===== config.mk =====
export PLATFORM = sky130hd
export DESIGN_NAME = buffer_fifo
export DESIGN_NICKNAME = d
export VERILOG_FILES = /design/src/rtl/buffer_fifo.sv
export SDC_FILE = /design/constraint.sdc
export NUM_CORES = 1
export LEC_CHECK = 0
export CELL_PAD_IN_SITES_DETAIL_PLACEMENT = 1
export CELL_PAD_IN_SITES_GLOBAL_PLACEMENT = 1
export CORE_ASPECT_RATIO = 1.2
export CORE_MARGIN = 3
export CORE_UTILIZATION = 30
export DETAILED_ROUTE_END_ITERATION = 16
export GPL_TIMING_DRIVEN = 0
export PLACE_DENSITY = 0.57
export SYNTH_ARGS = -nofsm -noshare
export SYNTH_HDL_FRONTEND = slang
export SYNTH_SLANG_ARGS = --single-unit

===== constraint.sdc =====
create_clock -name clk -period 6.2 [get_ports clk]
set_clock_uncertainty 0.05 [all_clocks]
set_input_delay 0.62 -clock clk [delete_from_list [all_inputs] [get_ports clk]]
set_output_delay 0.62 -clock clk [all_outputs]
set_load 0.05 [all_outputs]

===== src/rtl/buffer_fifo.sv =====
// buffer_fifo: single-clock circular FIFO with registered read data,
// occupancy counter, almost-full flag and one-cycle error pulses for
// rejected write/read requests. Storage is not reset; the pointers and
// counter are, so no stale entry is ever readable after reset.
module buffer_fifo #(
  parameter int WIDTH    = 64,
  parameter int DEPTH    = 4,
  parameter int AF_LEVEL = DEPTH - 1
) (
  input  logic                     clk,
  input  logic                     reset,
  input  logic                     wrEnable,
  input  logic                     rdEnable,
  input  logic [WIDTH-1:0]         dataIn,
  output logic [WIDTH-1:0]         dataOut,
  output logic                     rdValid,
  output logic                     full,
  output logic                     empty,
  output logic                     almostFull,
  output logic [$clog2(DEPTH):0]   count,
  output logic                     wrError,
  output logic                     rdError
);

  localparam int PW = $clog2(DEPTH);
  localparam int CW = PW + 1;

  logic [WIDTH-1:0] mem [DEPTH];
  logic [PW-1:0]    wrPtr;
  logic [PW-1:0]    rdPtr;
  logic             rdAcc;
  logic             wrAcc;
  logic [CW-1:0]    countNext;

  // Status flags decode the count register only, never same-cycle requests.
  always_comb begin
    full       = (count == CW'(DEPTH));
    empty      = (count == {CW{1'b0}});
    almostFull = (count >= CW'(AF_LEVEL));
  end

  // Request acceptance: a write while full is taken only alongside an accepted read.
  always_comb begin
    rdAcc = rdEnable & ~empty;
    wrAcc = wrEnable & (~full | rdAcc);
  end

  // Next occupancy: simultaneous accepted read and write leave it unchanged.
  always_comb begin
    countNext = count;
    case ({wrAcc, rdAcc})
      2'b10:   countNext = count + CW'(1);
      2'b01:   countNext = count - CW'(1);
      default: countNext = count;
    endcase
  end

  // Storage array: written on an accepted write, deliberately left unreset.
  always_ff @(posedge clk) begin
    if (wrAcc && !reset) begin
      mem[wrPtr] <= dataIn;
    end
  end

  // Pointers, occupancy, read data and status pulses with asynchronous clear.
  always_ff @(posedge clk or posedge reset) begin
    if (reset) begin
      wrPtr   <= {PW{1'b0}};
      rdPtr   <= {PW{1'b0}};
      count   <= {CW{1'b0}};
      dataOut <= {WIDTH{1'b0}};
      rdValid <= 1'b0;
      wrError <= 1'b0;
      rdError <= 1'b0;
    end else begin
      if (wrAcc) begin
        wrPtr <= wrPtr + PW'(1);
      end
      if (rdAcc) begin
        rdPtr   <= rdPtr + PW'(1);
        dataOut <= mem[rdPtr];
      end
      count   <= countNext;
      rdValid <= rdAcc;
      wrError <= wrEnable & ~wrAcc;
      rdError <= rdEnable & ~rdAcc;
    end
  end

endmodule


# == After elaboration in Yosys (flattened, before gate mapping) ==
# Memories as Yosys holds them, arrays and structs flattened. A register that Yosys moved wholly into a read port is not among the register bits.
# Cells that the tools add are included.
# totals
word_cells,31
n_memories,1
ff_bits,10
inputBits,68
mem_bits_rw,256
# memory_table
memory,words,word_bits,read_ports,rd_ports_with_merged_regs,wr,line,text
mem,4,64,1,1,1,28,logic [WIDTH-1:0] mem [DEPTH];
# classes
order_cmp,1
bitwise_logic,9
addsub,4
eq_ne,3
n_mux,3
n_reduce_logical,4
# ops
cell,n
$pmux 3 s2,1
$add 2x1->2 const B,2
$and 1x1->1,4
$not 1->1,4
$add 3x1->3 const B,1
$eq 3x3->1 const B,1
$ge 3x2->1 const B,1
$logic_not 3->1,1
$sub 3x1->3 const B,1
$eq 2x1->1 const B,1
$eq 2x2->1 const B,1
$mux 1,2
$reduce_bool 2->1,1
$logic_and 1x1->1,1
$logic_not 1->1,1
$or 1x1->1,1

# == Longest topological paths before layout ==
# Gate-level depths: netlist of the first run.
# depth
depth_word,8
mapped_depth,9
mapped_depth_nobuf,7

# == Least setup slack after synthesis of the first run ==
# No wires, ideal clock.
# synth_timing
path_kind,input to register
start,in reset
end,mem mem[0][0] (enable)
setup_ps,429
path_stages,3
n_path_buf,0
slack_ps,1661
required_time_ps,5721
t_arrival_ps,4060
cell_sequence,inv_1 > o211a_1 > and2_1
# synth_via
elab_chain_cells,4
# synth_lines
element,line,text
start: declaration,11,"input logic reset,"
$logic_not 1->1 (no line),-,
$logic_and 1x1->1,60,if (wrAcc && !reset) begin
$mux 1,60,
$mux 1 (implied by the code),61,mem[wrPtr] <= dataIn;
end: declaration,28,
# No other way between the ends.

# == Final worst setup path of the first run ==
# layout_timing
start,reg count[0]
end,out full
# layout_via
elab_chain_cells,1
# layout_lines
element,line,text
start: declaration,20,"output logic [$clog2(DEPTH):0] count,"
start signal: assignment,70,count <= {CW{1'b0}};
start signal: assignment,83,count <= countNext;
$eq 3x3->1,37,full = (count == CW'(DEPTH));
end: declaration,17,"output logic full,"
# No other way between the ends.

==> metrics.txt, run 1 <==
Vias/cell=4.48; wirelength, routed=28.8 mm; synthesis-to-finish area growth=28.1%; Filler cells=3987; dpl hpwl=17.6 mm; Area after DPL=14500 sq um; Worst-Skew Late Latency=0.51 ns; die height=227 um; CTS Buf Count=36; critical path start-end classification=flip-flop to output port; LEAKAGE=0.00569 uW; sw frac=0.351; CP Cell Sequence=buf_2 > or3b_4 > inv_1 > clkdlybuf4s50_1; via count=6326; sequential fraction of design power=0.375; area share of the largest cell type after synthesis=0.627; period utilization=0.492; hold_ws=0.401 ns; most frequent cells after synthesis=256 x edfxtp_1, 195 x nand2_1, 74 x dfrtp_1; cell with the most instances after synthesis=edfxtp_1; Top FF cell, synth=edfxtp_1; pre-CTS setup slack=2.74 ns; Placed Cells incl. Taps=1346; Initial Utilization=0.306; Die Span X=191 um; Post-Syn Nets=741; Post-Syn Area=12300 sq um; antenna viol nets, final=0; first-pass GRT wire length=44.1 mm; RSZ-0062 raised after global routing=no; core box area=40000 sq um; Worst R2R Path Depth=9; Max clock buf depth=3; Final Critical Period=3.05 ns; Req. time, crit path=5.53 ns; IO Count=141; Crit. path cell count=4; Post-CTS Setup Repair Bufs=0; Internal=5200 uW; post-DR wirelength/cell=20.4 um; fin worst setup slack=3.15 ns; CP Max Fanout=9; fmax=328 MHz; GRT overflow=0; die area=43300 sq um; R2R setup slack=3.35 ns; Fin. Hold Viols=0; DRT iter0 DRCs=313; worst hold path class=primary input to asynchronous set/reset pin; flops & latches, synth=330; CTS H-Tree Depth=2; Max-cap violations=0; Post-Syn Area per Cell=18.4 sq um; Gate power share=0.350; Distinct cells, synth=33; Buf/Inv on CP=3; largest net degree at the start of global routing=52; cell taking the most area after synthesis=edfxtp_1; top post-synthesis cells by area=edfxtp_1 63%, dfrtp_1 15%, mux4_2 12%; ratio of cells with drive above 1 in the final layout=0.192; synthesized netlist cell count=668; Seq/Total Area, Yosys=0.778; status=finished, final reports clean; switching power=2810 uW; power density over the cells=511 nW/um^2; synth warn=0; ys async rst share=0.224; Routability Congestion=0.705; CP delay by family, top=buffers and inverters; Slew Viols, Final=0; post-layout net count=924; port buffer count=140; Setup crit end=full; CP max stage cell=clkdlybuf4s50_1; FP Rows=80; post-route total power=8020 uW; vias in the first global route=7007; Slew Limit Headroom=0.478; drc violations=0; Peak VDD IR=0.000300 V; power share of the clock group=0.275; CP peak stage delay=0.79 ns; CP arrival=2.38 ns; initial antenna violation count=2; Critical R2R Launch=count[0]; final cell count without fillers=1411; worst reg2reg path endpoint=count[2]; number of synthesized flops with an enable pin=256; Tot GR Track Use=0.136; Reg clk slew, reported paths=0.06 ns; Setup crit start kind=flip-flop; clock sink count=330; CTS hold repair buffers=0; worst setup path start=count[0]; post-cts repair resize count=0; final instance area=15700 sq um; register area=9540 sq um; area of the multi-input gates=2510 sq um; worst-margin pin slew=0.783 ns; final setup fails=0; clk root buf=clkbuf_16; Pre-antenna DRT Iters=4; CP endpoint kind=output port; TritonCTS clock tree=yes
-- layout make-up --
cell class,count,share of cell area
Sequential cell,330,0.608
Multi-Input combinational cell,298,0.160
Timing Repair Buffer,145,0.0975
Clock buffer,42,0.0634
Tap cell,533,0.0425
Clock inverter,22,0.0150
Buffer,31,0.0120
Inverter,9,0.00231
Antenna cell,1,0.000159
-- sequential cells by signal (all words and copies together) (netlist names) --
name / count
mem: 256
wrPtr: 2
wrError: 1
rdError: 1
dataOut: 64
rdPtr: 2
count: 3
rdValid: 1
-- stage by stage --
step | setup TNS (ns) | utilization
2_1_floorplan | 0 | -
3_3_place_gp | -431.15 | 0.358
3_5_place_dp | 0 | 0.361
4_1_cts | 0 | 0.392
5_1_grt | 0 | 0.392
6_report | 0 | 0.392
-- routing by layer --
metal / GRT usage / vias up / part of all wire / routed length, um
li1: - / 2859 / - / -
met2: 0.247 / 117 / 0.54 / 15500
met5: 0 / - / 0.00038 / 11
met4: 0.0367 / 2 / 0.019 / 543
met3: 0.0320 / 37 / 0.044 / 1260
met1: 0.162 / 3311 / 0.40 / 11500
-- power by group through the flow --
stage | Sequential, uW | Clock [uW] | Combinational [uW]
after CTS | 3020 | 2290 | 2900
after global placement | 3070 | 0 | 2820
after global routing | 3060 | 2370 | 3030
after floorplan | 3780 | 0 | 1150
final | 3010 | 2200 | 2810
after detailed placement | 3060 | 0 | 2880
-- layout by cell type, fill, tap and decap left out, types with 7 or more instances in the layout --
cell,instances
clkbuf_16,37
buf_2,19
nand2_1,195
mux4_2,64
dfrtp_1,74
inv_1,7
clkdlybuf4s50_1,140
clkinv_2,7
edfxtp_1,256
-- kinds of logic (layout without fill, tap and decap cells) --
group	Yosys count	in the layout	synth area share
DFF	330	330	0.778
and+or+nand+nor	212	212	0.0681
muxes	65	65	0.119
buffers and inverters	40	249	0.0182
AOI/OAI and AO/OA	11	11	0.00776
adders and majority gates	5	5	0.00572
xor gates and xnor gates	5	5	0.00357
other	0	1	0
-- worst register-to-register path, cell delays in order, from the launching register on --
cell and delay, ns:
dfrtp_1 0.34, buf_2 0.24, o31ai_4 0.14, inv_2 0.10, clkbuf_1 0.43, nand2_1 0.15, fa_1 0.43, or3b_1 0.38
and3_1 0.21, a221o_1 0.26
-- worst min-delay path by stage --
| stage | start | endpoint | slack (ns) | depth (start not counted) |
|---|---|---|---|---|
| 3_5_place_dp | dataOut[39] | dataOut[39] | 0.41 | 2 |
| 6_report | reset | dataOut[0] | 0.40 | 2 |
| 4_1_cts | reset | dataOut[0] | 0.39 | 2 |
| 5_1_grt | reset | dataOut[0] | 0.41 | 2 |
| 3_3_place_gp | dataOut[39] | dataOut[39] | 0.41 | 2 |
| 2_1_floorplan | wrPtr[0] | wrPtr[0] | 0.45 | 1 |
No activity file was read; power rests on OpenSTA's default activity.
==> run 2: changes to the inputs <==
- clock period: 6.2 -> 3.15 ns (I/O delays scaled with it)
==> run 2 against run 1 <==
Combinational power up 97%. Highest routed layer unchanged. Global-route usage is 0.23 points lower. Sequential power is 96% higher. First-iteration DRC count increased by 2.9%. Sequential share of layout area increased by 0.38 points. Clock power grew 82%. Wire length down 0.85%. Setup slack got worse by 2.9 ns. Via count is 0.52% lower. Critical path depth rose by 5. Critical path type is now flip-flop to flip-flop.
==> metrics.txt, run 2 (synthesis results as in run 1) <==
register area=9540 sq um (unchanged); area of the multi-input gates=2510 sq um (unchanged); RSZ-0062 raised after global routing=no (unchanged); synthesis-to-finish area growth=27.3% (was 28.1%); power density over the cells=989 nW/um^2 (was 511 nW/um^2); Die Span X=191 um (unchanged); Gate power share=0.358 (was 0.350); final setup fails=0 (unchanged); LEAKAGE=0.00564 uW (was 0.00569 uW); Setup TNS=0 ns (unchanged); power share of the clock group=0.259 (was 0.275); post-cts repair resize count=0 (unchanged); Internal=10000 uW (was 5200 uW); fmax=348 MHz; CTS hold repair buffers=0 (unchanged); Buf/Inv on CP=3 (unchanged); Setup crit start kind=flip-flop (unchanged); Vias/cell=4.46 (was 4.48); Regs by FF count=mem x256, dataOut x64, count x3 (unchanged); Initial Utilization=0.306 (unchanged); antenna viol nets, final=0 (unchanged); CP Max Fanout=10 (was 9); clk root buf=clkbuf_16 (unchanged); CTS H-Tree Depth=2 (unchanged); die height=227 um (unchanged); CP Cell Sequence=buf_2 > o31ai_4 > inv_2 > clkbuf_1 > nand2_1 > fa_1 > or3b_1 > and3_1 > a221o_1 (was buf_2 > or3b_4 > inv_1 > clkdlybuf4s50_1); Reg clk slew, reported paths=0.06 ns (about the same); switching power=5420 uW (was 2810 uW); critical path start-end classification=flip-flop to flip-flop (was flip-flop to output port); via count=6293 (was 6326); wirelength, routed=28.6 mm (was 28.8 mm); TritonCTS clock tree=yes (unchanged); status=finished, final reports clean (unchanged); wire length on met2=14.6 mm (was 15.5 mm); vias in the first global route=7006 (was 7007); Tot GR Track Use=0.133 (was 0.136); post-layout net count=924 (unchanged); port buffer count=140 (unchanged); fin worst setup slack=0.278 ns (was 3.15 ns); WL met3=1.20 mm (was 1.26 mm); CP peak stage delay=0.52 ns (was 0.79 ns); dpl hpwl=17.5 mm (was 17.6 mm); Max clock buf depth=3 (unchanged); first-pass GRT wire length=43.3 mm (was 44.1 mm); Filler cells=3994 (was 3987); die area=43300 sq um (unchanged); Req. time, crit path=3.49 ns (was 5.53 ns); Post-CTS Setup Repair Bufs=0 (unchanged); Slew Viols, Final=0 (unchanged); Peak VDD IR=0.000505 V (was 0.000300 V); Top Layer Used=met5 (unchanged); Reg with most FFs=mem (unchanged); Fin. Hold Viols=0 (unchanged); most frequent cells in the layout=256 x edfxtp_1, 195 x nand2_1, 140 x clkdlybuf4s50_1 (unchanged); CP arrival=3.21 ns (was 2.38 ns); clock sink count=330 (unchanged); worst-margin pin slew=0.738 ns (was 0.783 ns); Slew Limit Headroom=0.508 (was 0.478); Max-cap violations=0 (unchanged); WL met1=12.2 mm (was 11.5 mm); FP Rows=80 (unchanged); Largest register FFs=256 (unchanged); drc violations=0 (unchanged); CTS Buf Count=35 (was 36); sw frac=0.351 (about the same); CP endpoint kind=flip-flop (was output port); period utilization=0.912; Worst-Skew Late Latency=0.51 ns (about the same); GRT overflow=0 (unchanged); initial antenna violation count=3 (was 2); most common cell after layout, fill and taps aside=edfxtp_1 (unchanged); IO Count=141 (unchanged); core box area=40000 sq um (unchanged); ratio of cells with drive above 1 in the final layout=0.176 (was 0.192); Pre-antenna DRT Iters=6 (was 4); sequential fraction of design power=0.383 (was 0.375); DRT iter0 DRCs=322 (was 313); CP delay by family, top=buffers and inverters (unchanged); Routability Congestion=0.662 (was 0.705); worst hold path class=primary input to asynchronous set/reset pin (unchanged); largest net degree at the start of global routing=49 (was 52); hold_ws=0.0941 ns (was 0.401 ns); CP max stage cell=clkbuf_1 (was clkdlybuf4s50_1); post-DR wirelength/cell=20.2 um (was 20.4 um); Final Critical Period=2.87 ns; pre-CTS setup slack=-0.0763 ns (was 2.74 ns)
-- run 2: power by group through the flow --
stage | logic [uW] | registers, uW | clock network (uW)
after floorplan | 2270 | 7430 | 0
after global placement | 5570 | 6010 | 0
after detailed placement | 5660 | 6010 | 0
after CTS | 5680 | 5930 | 4150
after global routing | 5950 | 6000 | 4310
final | 5530 | 5910 | 4000
-- run 2: metrics by stage --
| stage | util | cell area, sq um | instances | total power, uW |
|---|---|---|---|---|
| after global placement | 0.358 | 14300 | 1341 | 11600 |
| after CTS | 0.390 | 15600 | 1410 | 15800 |
| after global routing | 0.390 | 15600 | 1411 | 16300 |
| final | 0.390 | 15600 | 1412 | 15400 |
| after floorplan | - | 12300 | 668 | 9690 |
| after detailed placement | 0.362 | 14500 | 1347 | 11700 |
-- run 2: worst reg2reg max path: cells and delay by family, from the launching register on --
family	cells	cell delay [ns]
adders and majority gates	1	0.44
AOI/OAI and AO/OA	2	0.37
buffers and inverters	3	0.83
and+or+nand+nor	3	0.72
DFF	1	0.34
-- run 2: layout make-up --
class | count | share of cell area
antenna | 2 | 0.000321
buffer | 31 | 0.0121
clock buffer | 55 | 0.0675
clock inverter | 8 | 0.00401
inverter | 9 | 0.00241
multi-input combinational | 298 | 0.161
sequential | 330 | 0.611
tap | 533 | 0.0427
timing repair buffer | 146 | 0.0989
-- run 2: final timing paths --
path                                  start  cells after the start  slack (ns)     endpoint
max in group asynchronous             reset                      3        2.43   dataOut[4]
min in group clk                 dataIn[26]                      1        0.39   mem[1][26]
worst max register to register     count[0]                      9        0.28     count[2]
worst min-delay path                  reset                      2        0.09     count[2]
worst min register to register  dataOut[50]                      2        0.42  dataOut[50]
worst max-delay path               count[0]                      9        0.28     count[2]
-- run 2: per-layer routing --
metal | track usage | vias up
li1 | - | 2861
met1 | 0.169 | 3270
met2 | 0.233 | 114
met3 | 0.0283 | 44
met4 | 0.0379 | 4
met5 | 0 | -
==> variant 1, RTL diff (flow settings as in run 2) <==
Reset style: synchronous (`reset`), changed in one clocked block. Comments in the files are not updated.
--- a/src/rtl/buffer_fifo.sv
+++ b/src/rtl/buffer_fifo.sv
@@ -63,7 +63,7 @@
   end
 
   // Pointers, occupancy, read data and status pulses with asynchronous clear.
-  always_ff @(posedge clk or posedge reset) begin
+  always_ff @(posedge clk) begin
     if (reset) begin
       wrPtr   <= {PW{1'b0}};
       rdPtr   <= {PW{1'b0}};
Check against the original RTL: differs if reset is asserted again (counterexample within 4 cycles, from zero or initial values and one cycle with reset high); with reset held inactive, the same outputs for 4 cycles.
==> variant 1 against run 2 <==
- setup slack improved by 160 ps
- utilization rose by 0.22 points
- area after synthesis fell by 1.9%
- global-route usage fell by 0.20 points
- maximum frequency rose by 6.0%
- sequential cell count did not move
- routed wire length fell by 3.2%
- final area fell by 1.7%
- die area fell by 1.8%
- hold slack got worse by 58 ps
Power is not compared: it rests on default switching activity, and its combinational part moved more than twofold at a synthesized area within 25%.
==> variant 1: results (changes against run 2) <==
* Outcome: finished, final reports clean
* Worst rel slew slack at 0.520 (+0.0121)
* Drt initial violations at 279 (-13%)
* GRT Total Usage at 0.131 (-0.00205)
* Crit path largest cell delay at 800 ps (+280 ps)
* CP Data Arrival Time at 2350 ps (-860 ps)
* Post-synth top cells: edfxtp_1, nand2_1, dfxtp_1
* Final RePlAce weighted congestion at 0.659 (-0.45%)
* Mapped Avg Cell Area at 17.7 sq um (-3.5%)
* Global-route wire length before repair at 42400 microns (-2.2%)
* DP Worst Slack at 585 ps (+662 ps)
* Vias in the first global route at 7123 (+1.7%)
* Min-delay worst type: input port to flip-flop
* Slowest cell on crit path: clkdlybuf4s50_1
* Met2 Use GR at 0.236 (+0.00325)
* Layout net count at 933 (+0.97%)
* PortBufs at 138 (-1.4%)
* CTS buffer count at 37 (+5.7%)
* GR Util met1 at 0.156 (-0.0128)
* Wire per inst at 19.5 microns (-3.5%)
* Placed cell areas at 14200 sq um (-2.0%)
* Antenna violations before repair at 2 (-1)
* Syn nets at 752 (+1.5%)
* Worst Path Max Fanout at 8 (-2)
* Register area share after synthesis at 0.762 (-0.0159)
* Yosys cell types at 36 (+9.1%)
* Area of the multi-input gates at 2610 sq um (+4.1%)
* Filler instances at 3944 (-1.3%)
* DR vias at 6480 (+3.0%)
* FFs w/ async S/R, synth at 0 (-0.224)
## variant 1: changes by cell type after synthesis, moves of 5 or more
cell	delta
clkbuf_1	+6
buf_4	+6
buf_1	+6
nor2_1	+5
dfxtp_1	+74
dfrtp_1	-74
a21oi_1	+63
buf_2	-9
nand2_1	-65
## variant 1: power breakdown
| group | internal (mW) | switching (mW) |
|---|---|---|
| registers | 4.94 | 0.105 |
| logic | 0.782 | 1.18 |
| clock network | 2.41 | 1.66 |
## variant 1: final timing paths
check | to | slack (ps) | from
worst max-delay path | full | 440 | count[2]$_SDFFE_PP0P_
worst min-delay path | wrError$_SDFF_PP0_ | 40 | rdEnable
worst max register to register | count[2]$_SDFFE_PP0P_ | 810 | count[0]$_SDFFE_PP0P_
worst min register to register | dataOut[2]$_SDFFE_PP0P_ | 400 | dataOut[2]$_SDFFE_PP0P_
## variant 1: cell families after synthesis
| logic type | count (synthesis) | share of synthesized area |
|---|---|---|
| DFF | 330 | 0.762 |
| AOI/OAI and AO/OA | 72 | 0.0330 |
| and+or+nand+nor | 154 | 0.0517 |
| adders and majority gates | 5 | 0.00583 |
| muxes | 66 | 0.122 |
| xor gates and xnor gates | 5 | 0.00364 |
| buffers and inverters | 47 | 0.0216 |
## variant 1: area by class of cell
type,instances,area share
clock buffers,54,0.0686
diodes,2,0.000326
repair buffers,142,0.0972
multi-input cells,302,0.170
inverters,7,0.00171
clock inverters,13,0.00628
well taps,526,0.0429
flip-flops and latches,330,0.598
plain buffers,40,0.0153
## variant 1: per-layer routing
| metal | up-vias | wire length, microns |
|---|---|---|
| li1 | 2949 | - |
| met1 | 3354 | 11400 |
| met2 | 136 | 14200 |
| met3 | 41 | 1570 |
| met4 | 0 | 531 |
| met5 | - | 0 |
==> variant 2, RTL diff (config.mk and constraints of run 2) <==
Without the edit above. Set the parameter `WIDTH` to 128 (it was 64).
--- a/src/rtl/buffer_fifo.sv
+++ b/src/rtl/buffer_fifo.sv
@@ -3,7 +3,7 @@
 // rejected write/read requests. Storage is not reset; the pointers and
 // counter are, so no stale entry is ever readable after reset.
 module buffer_fifo #(
-  parameter int WIDTH    = 64,
+  parameter int WIDTH    = 128,
   parameter int DEPTH    = 4,
   parameter int AF_LEVEL = DEPTH - 1
 ) (
Ports: changed (resized dataIn and dataOut); port bits go from 141 to 269. No check against the original RTL was run, so the function may have changed too.
==> variant 2 against run 2 <==
- final area is 96% higher
- total power is 97% higher
- setup slack gained 30 ps
- sequential cell count increased by 320
- synthesized cell count increased by 91%
- routed wire length up 100%
- register-to-register slack gained 280 ps
- global-route usage increased by 0.97 points
- non-clock buffer count grew 166
- area after synthesis is 95% higher
- maximum frequency rose by 1.1%
- critical path type is now flip-flop to output pin
- highest routed layer unchanged
==> variant 2: results (changes against run 2) <==
* Outcome: finished, final reports clean
* Layout cells sized above 1 at 0.184 (+0.00805)
* Vias in the first global route at 13900 (+98%)
* Filler instances at 7707 (+93%)
* Area grow syn2layout at 28.1%
* Post-route insts no fill at 2718 (+92%)
* GR Util met1 at 0.170 (+0.000958)
* Yosys cell types at 36 (+9.1%)
* DR vias at 12400 (+97%)
* Syn nets at 1410 (+90%)
* FFs w/ async S/R, synth at 0.212 (-0.0119)
* Register area share after synthesis at 0.789 (+0.0103)
* Global-route wire length before repair at 88800 microns (+100%)
* Placed cell areas at 28300 sq um (+95%)
* Met1 wire length at 23400 microns (+91%)
* Detailed Place HPWL at 37700 microns (+120%)
* Multiplexer share of the synthesized area at 0.121 (+0.00270)
* Post-synth top cells: edfxtp_1, nand2_1, dfrtp_1
* Slowest cell on crit path: clkdlybuf4s50_1
* R2r worst-path depth at 8 (-1)
* Cells after Synth at 1273 (+91%)
* Drt initial violations at 693 (+120%)
* Worst-Skew Late Latency at 610 ps (+100 ps)
* Biggest regs: mem x512, dataOut x128, count x3
* DP Worst Slack at -322 ps (-245 ps)
* Clock Sink Count at 650 (+97%)
* Placed cells at 2583 (+92%)
* Clock buffers at 101 (+84%)
* Worst rel slew slack at 0.263 (-0.246)
* CTS buffer count at 71 (+100%)
* TritonRoute pass-1 iters at 4 (-2)
variant 2: changes by cell type in the layout (fill, tap and decap cells not counted), sizes merged, moves of 2 or more:
| cell | change |
|---|---|
| clkdlybuf4s50 | +128 |
| mux4 | +64 |
| clkinv | +18 |
| buf | +36 |
| dfrtp | +64 |
| inv | +3 |
| nand2 | +192 |
| clkbuf | +48 |
| edfxtp | +256 |
| diode | +2 |
variant 2: cell families (layout without fill, tap and decap cells):
family	Yosys count	after routing
mux	129	129
buf+inv	69	484
other cells	0	4
flops	650	650
xor+xnor	5	5
simple gates	404	404
fa+ha+maj	5	5
compound gates	11	11
variant 2: what timing repair did:
item                                    4_1_cts  5_1_grt
resized for setup                             0        0
endpoints found under the setup margin        0        1
hold buffers                                  0        0
variant 2: power by group:
group	switching, mW	internal, mW
registers	0.673	10.9
clock network	3.40	4.72
logic	6.68	4.02
